`src/rtl/mips_pkg.sv`:
```
// Shared MIPS core definitions used by the multiply/divide unit: opcode and FSM
// encodings plus the issue-to-result latency of the iterative datapath.
package mips_pkg;

  typedef enum logic [2:0] {
    MULT  = 3'd0,
    MULTU = 3'd1,
    DIV   = 3'd2,
    DIVU  = 3'd3,
    MTHI  = 3'd4,
    MTLO  = 3'd5
  } mdu_op_t;

  typedef enum logic [1:0] {
    IDLE = 2'd0,
    RUN  = 2'd1,
    FIX  = 2'd2,
    DONE = 2'd3
  } mdu_state_t;

  localparam int MDU_WIDTH   = 32;
  // Edges from issue to the end of the DONE cycle: WIDTH steps + FIX + DONE.
  localparam int MDU_LATENCY = MDU_WIDTH + 2;

endpackage

```
`src/rtl/mdu_iter_core.sv`:
```
// Iterative 2*WIDTH accumulator: one shift-add (multiply) or restoring
// shift-subtract (divide) step per enabled cycle. Divide step needs MDU_DIV_EN.
module mdu_iter_core #(
  parameter int WIDTH = 32
) (
  input  logic               clk,
  input  logic               rst_n,
  input  logic               i_load,
  input  logic               i_step,
  input  logic               i_div,
  input  logic [WIDTH-1:0]   i_a,
  input  logic [WIDTH-1:0]   i_b,
  output logic [2*WIDTH-1:0] o_acc
);

  logic [WIDTH-1:0]   r_a;
  logic [2*WIDTH-1:0] r_acc;
  logic [WIDTH:0]     w_sum;
  logic [2*WIDTH-1:0] w_mul_next;
  logic [2*WIDTH-1:0] w_div_next;

  // Multiply: {upper, multiplier} shifts right, upper accumulates the multiplicand.
  assign w_sum      = {1'b0, r_acc[2*WIDTH-1:WIDTH]} + (r_acc[0] ? {1'b0, r_a} : '0);
  assign w_mul_next = {w_sum, r_acc[WIDTH-1:1]};

`ifdef MDU_DIV_EN
  logic [WIDTH:0] w_diff;

  // Divide: {remainder, dividend} shifts left; a non-negative trial keeps the difference.
  assign w_diff     = r_acc[2*WIDTH-1:WIDTH-1] - {1'b0, r_a};
  assign w_div_next = w_diff[WIDTH] ? {r_acc[2*WIDTH-2:0], 1'b0}
                                    : {w_diff[WIDTH-1:0], r_acc[WIDTH-2:0], 1'b1};
`else
  assign w_div_next = r_acc;
`endif

  always_ff @(posedge clk or negedge rst_n) begin
    if (!rst_n) begin
      r_a   <= '0;
      r_acc <= '0;
    end else if (i_load) begin
      r_a   <= i_a;
      r_acc <= {{WIDTH{1'b0}}, i_b};
    end else if (i_step) begin
      r_acc <= i_div ? w_div_next : w_mul_next;
    end
  end

  assign o_acc = r_acc;

endmodule

```
`src/rtl/mult_div_unit.sv`:
```
// MIPS multiply/divide unit with architectural HI/LO. Divide support is built
// only when MDU_DIV_EN is defined; otherwise DIV/DIVU are no-ops.
module mult_div_unit
  import mips_pkg::*;
#(
  parameter int WIDTH = 32
) (
  input  logic             clk,
  input  logic             rst_n,
  input  logic             start,
  input  logic [2:0]       op,
  input  logic [WIDTH-1:0] rs_d,
  input  logic [WIDTH-1:0] rt_d,
  input  logic             flush,
  output logic             busy,
  output logic             done,
  output logic [WIDTH-1:0] hi,
  output logic [WIDTH-1:0] lo
);

  localparam int CNT_W = $clog2(WIDTH);

  mdu_state_t         r_state, w_state_next;
  logic [CNT_W-1:0]   r_cnt;
  logic               r_div, r_div0, r_neg_q, r_neg_r;
  logic [WIDTH-1:0]   r_rs, r_hi, r_lo;
  logic               w_is_mul, w_is_div, w_signed, w_idle, w_accept;
  logic               w_load, w_step, w_fix;
  logic [WIDTH-1:0]   w_rs_mag, w_rt_mag, w_quot_mag, w_rem_mag, w_quot, w_rem;
  logic [2*WIDTH-1:0] w_acc, w_prod;

  assign w_is_mul = (op == MULT) || (op == MULTU);
`ifdef MDU_DIV_EN
  assign w_is_div = (op == DIV) || (op == DIVU);
`else
  assign w_is_div = 1'b0;
`endif
  assign w_signed = (op == MULT) || (op == DIV);
  assign w_idle   = (r_state == IDLE);
  assign w_accept = w_idle && start && (w_is_mul || w_is_div);

  // 0x80000000 maps onto itself, which is the correct unsigned magnitude.
  assign w_rs_mag = (w_signed && rs_d[WIDTH-1]) ? -rs_d : rs_d;
  assign w_rt_mag = (w_signed && rt_d[WIDTH-1]) ? -rt_d : rt_d;

  mdu_iter_core #(.WIDTH(WIDTH)) u_core (
    .clk    (clk),
    .rst_n  (rst_n),
    .i_load (w_load),
    .i_step (w_step),
    .i_div  (r_div),
    .i_a    (w_rt_mag),
    .i_b    (w_rs_mag),
    .o_acc  (w_acc)
  );

  assign w_prod     = r_neg_q ? -w_acc : w_acc;
  assign w_quot_mag = w_acc[WIDTH-1:0];
  assign w_rem_mag  = w_acc[2*WIDTH-1:WIDTH];
  assign w_quot     = r_neg_q ? -w_quot_mag : w_quot_mag;
  assign w_rem      = r_neg_r ? -w_rem_mag : w_rem_mag;

  always_ff @(posedge clk or negedge rst_n) begin
    if (!rst_n) r_state <= IDLE;
    else        r_state <= w_state_next;
  end

  // Flush wins over both the iteration and the FIX write.
  always_comb begin
    w_state_next = r_state;
    w_load       = 1'b0;
    w_step       = 1'b0;
    w_fix        = 1'b0;
    case (r_state)
      IDLE: if (w_accept) begin
        w_state_next = RUN;
        w_load       = 1'b1;
      end
      RUN: if (flush) begin
        w_state_next = IDLE;
      end else begin
        w_step = 1'b1;
        if (r_cnt == CNT_W'(WIDTH - 1)) w_state_next = FIX;
      end
      FIX: if (flush) begin
        w_state_next = IDLE;
      end else begin
        w_fix        = 1'b1;
        w_state_next = DONE;
      end
      DONE:    w_state_next = IDLE;
      default: w_state_next = IDLE;
    endcase
  end

  always_ff @(posedge clk or negedge rst_n) begin
    if (!rst_n) begin
      r_cnt   <= '0;
      r_div   <= 1'b0;
      r_div0  <= 1'b0;
      r_neg_q <= 1'b0;
      r_neg_r <= 1'b0;
      r_rs    <= '0;
    end else if (w_load) begin
      r_cnt   <= '0;
      r_div   <= w_is_div;
      r_div0  <= (rt_d == '0);
      r_neg_q <= w_signed && (rs_d[WIDTH-1] ^ rt_d[WIDTH-1]);
      r_neg_r <= w_signed && rs_d[WIDTH-1];
      r_rs    <= rs_d;
    end else if (w_step) begin
      r_cnt   <= r_cnt + 1'b1;
    end
  end

  always_ff @(posedge clk or negedge rst_n) begin
    if (!rst_n) begin
      r_hi <= '0;
      r_lo <= '0;
    end else if (w_idle && start && (op == MTHI)) begin
      r_hi <= rs_d;
    end else if (w_idle && start && (op == MTLO)) begin
      r_lo <= rs_d;
    end else if (w_fix) begin
      if (!r_div) begin
        {r_hi, r_lo} <= w_prod;
      end else if (r_div0) begin
        r_hi <= r_rs;
        r_lo <= '1;
      end else begin
        r_hi <= w_rem;
        r_lo <= w_quot;
      end
    end
  end

  assign busy = (r_state != IDLE);
  assign done = (r_state == DONE);
  assign hi   = r_hi;
  assign lo   = r_lo;

endmodule

```
`config.mk`:
```
export PLATFORM = sky130hd
export DESIGN_NAME = mult_div_unit
export DESIGN_NICKNAME = d
export VERILOG_FILES = /design/src/rtl/mips_pkg.sv /design/src/rtl/mdu_iter_core.sv /design/src/rtl/mult_div_unit.sv
export SDC_FILE = /design/constraint.sdc
export NUM_CORES = 1
export LEC_CHECK = 0
export BUFFER_PORTS_ARGS = -buffer_cell sky130_fd_sc_hd__buf_2
export CAP_MARGIN = 20
export CORE_MARGIN = 2
export CORE_UTILIZATION = 30
export DETAILED_ROUTE_END_ITERATION = 12
export GPL_TIMING_DRIVEN = 0
export PLACE_DENSITY = 0.54
export SYNTH_ARGS = -nofsm -noshare
export SYNTH_HDL_FRONTEND = slang
export SYNTH_SLANG_ARGS = --single-unit
export TNS_END_PERCENT = 50
```
`constraint.sdc`:
```
create_clock -name clk -period 4.2 [get_ports clk]
set_input_delay 0.63 -clock clk [delete_from_list [all_inputs] [get_ports clk]]
set_output_delay 0.63 -clock clk [all_outputs]
set_load 0.1 [all_outputs]
```
==> impl_metrics.yaml <==
run_status:
  status: "complete, no violations"
pwr:
  power.total_mw: 7.70
  pwr_density_cell_nw_per_um2: 573
  peakVddDrop_v: 0.000282
  leakage_nw: 5.67
sta:
  worst_pin_slew_ps: 927
  fin_setup_tns_ps: 0
  period_share: 0.912
  report.final.slew_viol_count: 0
  period_needed_ps: 3830
  maxSlewHeadroom: 0.380
  fin_skew_ps: 14.8
  hold_viol: 0
  setup_violations: 0
  rsz0062_at_grt: "no"
  max_freq_ghz: 0.261
final_layout:
  seqCellArea_sq_um: 4200
  drive_gt1_frac: 0.139
  diodes: 0
  utilization: 0.358
  fillers: 3946
  area_growth_pct: 17.6
  multi_input_area_sq_um: 6840
  nNetsFinal: 1605
  design_area_sq_um: 13400
logic_synthesis:
  synth_ff_type: "dfrtp_1"
  synth_edf_count: 0
  seq_area_frac_synth: 0.368
  syn_nets: 1448
  yosysWarnings: 0
  netlist_area_sq_um: 11400
  synth_area_leader_cell: "dfrtp_1"
  postSynthCellCount: 1339
  synth_cell_type_count: 76
  ys_seq_elements: 168
  syn_area_per_cell_sq_um: 8.54
  synthTopCellsByArea: "dfrtp_1 (37%), o21ai_0 (8.2%), xor2_1 (5.6%)"
  yosysTopAreaCellShare: 0.368
  synthArstFlopShare: 1.00
placement:
  place_area_sq_um: 12800
  port_buffers: 136
  dp_hpwl_um: 31700
  place.gp.congestion: 0.927
global_route:
  grt-ovfl-total: 0
  grt_pass1_wl_um: 62200
  first_global_vias: 10500
  grt_max_degree: 91
  grt_antenna_before_repair: 0
  track_usage: 0.206
clock_network:
  cts_tree: "done"
  clockRootBuffer: "clkbuf_16"
  holdBufCountCts: 0
  cts_made_buffers: 17
  clk_pin_slew_worst_paths_ps: 70
  cts_buffer_depth: 2
  cts-htree-levels: 4
  insertion_delay_ps: 450
  clkSinkCount: 168
setup_path:
  start_kind: "flip-flop"
  crit_path_end_kind: "flip-flop"
  crit_type: "flip-flop to flip-flop"
  crit_fanout: 10
  cp.arrival_ps: 4160
  crit_required_ps: 4530
detailed_routing:
  via_count: 10700
  wire_per_inst_um: 20.1
  first_iter_violations: 807
  drt_wl_total_um: 40600
  drt_pass1_iterations: 6
  vias_per_cell: 5.30
  postRouteAntennaNets: 0
  remaining_drc_errors: 0
floorplanning:
  die_height_um: 199
  dieArea_sq_um: 39700
  coreArea_sq_um: 37600
  io_pins: 137
  fp.dieW_um: 199
  rows: 71
  start_util: 0.304
hold_path:
  hold_class: "primary input to asynchronous set/reset pin"
flow_run:
  cap_violations: 0
[cell usage after synthesis (all sizes together), types with 3 or more instances]
| library cell | count |
|---|---|
| o21ai | 193 |
| dfrtp | 168 |
| nand2 | 125 |
| nor2 | 103 |
| clkbuf | 78 |
| a21oi | 77 |
| xor2 | 73 |
| xnor2 | 56 |
| a22oi | 47 |
| and2 | 38 |
| ha | 37 |
| nand3 | 35 |
| nor3 | 28 |
| o31ai | 27 |
| mux2i | 24 |
| inv | 21 |
| or4 | 21 |
| a21o | 17 |
| a222oi | 15 |
| nand4 | 13 |
| or3 | 13 |
| nor4 | 12 |
| or2 | 12 |
| a31oi | 10 |
| o41ai | 10 |
| nand2b | 8 |
| nor3b | 8 |
| nor2b | 7 |
| o211ai | 7 |
| nand3b | 6 |
| o21bai | 6 |
| a211oi | 5 |
| buf | 5 |
| and3 | 4 |
| a41oi | 3 |
[what timing repair did]
action	CTS	global route
setup endpoints to repair	0	2
buffers inserted	0	0
resized for setup	0	2
[worst max-delay path, stage by stage, from the launching register on]
cell	delay, ps
dfrtp_1	320
buf_2	310
clkbuf_1	280
and2_1	190
ha_1	280
a21o_1	230
a31o_2	230
o211ai_1	300
o211ai_1	270
a22o_1	350
o311a_1	390
or3_1	320
a32o_1	250
[placed cells by master, fill, tap and decap left out, drive strengths merged, types with 35 or more instances in the layout]
cell type	count
o21ai	193
nor2	103
dfrtp	168
and2	38
a21oi	77
buf	143
xnor2	56
clkbuf	98
ha	37
nand2	125
a22oi	47
xor2	73
nand3	35
[worst paths after layout]
path                            slack, ps                      endpoint                         from  cells past startpoint
worst max-delay path                  370  u_core.o_acc[62]$_DFFE_PN0P_  u_core.o_acc[0]$_DFFE_PN0P_                     12
worst min-delay path                  190            lo[22]$_DFFE_PN0P_                        rst_n                      1
worst max register to register        370  u_core.o_acc[62]$_DFFE_PN0P_  u_core.o_acc[0]$_DFFE_PN0P_                     12
worst min register to register        470    u_core.r_a[31]$_DFFE_PN0P_   u_core.r_a[31]$_DFFE_PN0P_                      2
max in group asynchronous            3120  u_core.o_acc[53]$_DFFE_PN0P_                        rst_n                      2
min in group clk                      380        r_state[1]$_DFFE_PN0P_                        flush                      2
[state kept, by name, indices dropped and copies added (netlist names)]
name / cells
r_neg_q: 1
u_core.r_a: 32
lo: 32
u_core.o_acc: 64
hi: 32
r_cnt: 5
r_state: 2
[stage by stage]
stage               std cells  setup WS [ps]  hold WS, ps
detailed placement       1988            174          465
global placement         1986           -300          455
global route             2019            149          251
floorplan                1339            971          334
CTS                      2019            161          224
finish                   2019            368          191
[layer usage]
metal  vias up  track usage  wire length [um]
li1       5190            -                 -
met5         -            0                 0
met1      5108        0.280             18500
met4         0       0.0672              1050
met3        50       0.0272              2180
met2       344        0.340             18800
[final cells by class]
type | count | area share
Timing Repair Buffer | 138 | 0.0538
Clock buffer | 20 | 0.0347
Buffer | 83 | 0.0238
Sequential cell | 168 | 0.313
Inverter | 21 | 0.00586
Multi-Input combinational cell | 1067 | 0.509
Clock inverter | 11 | 0.0127
Tap cell | 511 | 0.0476
[where the power goes]
group / total (mW) / switching [mW] / leakage (nW) / internal [mW]
combinational: 3.42 / 2.47 / 3.21 / 0.949
clock: 1.74 / 0.697 / 0.305 / 1.04
sequential: 2.55 / 0.514 / 2.15 / 2.03
[cells by family after synthesis]
| kind of cell | after synthesis | share of synthesized area |
|---|---|---|
| simple gates | 440 | 0.199 |
| fa+ha+maj | 38 | 0.0423 |
| flops | 168 | 0.368 |
| buf+inv | 104 | 0.0349 |
| mux | 24 | 0.0210 |
| xor+xnor | 129 | 0.0989 |
| compound gates | 436 | 0.236 |
(Power assumes the default switching activity.)
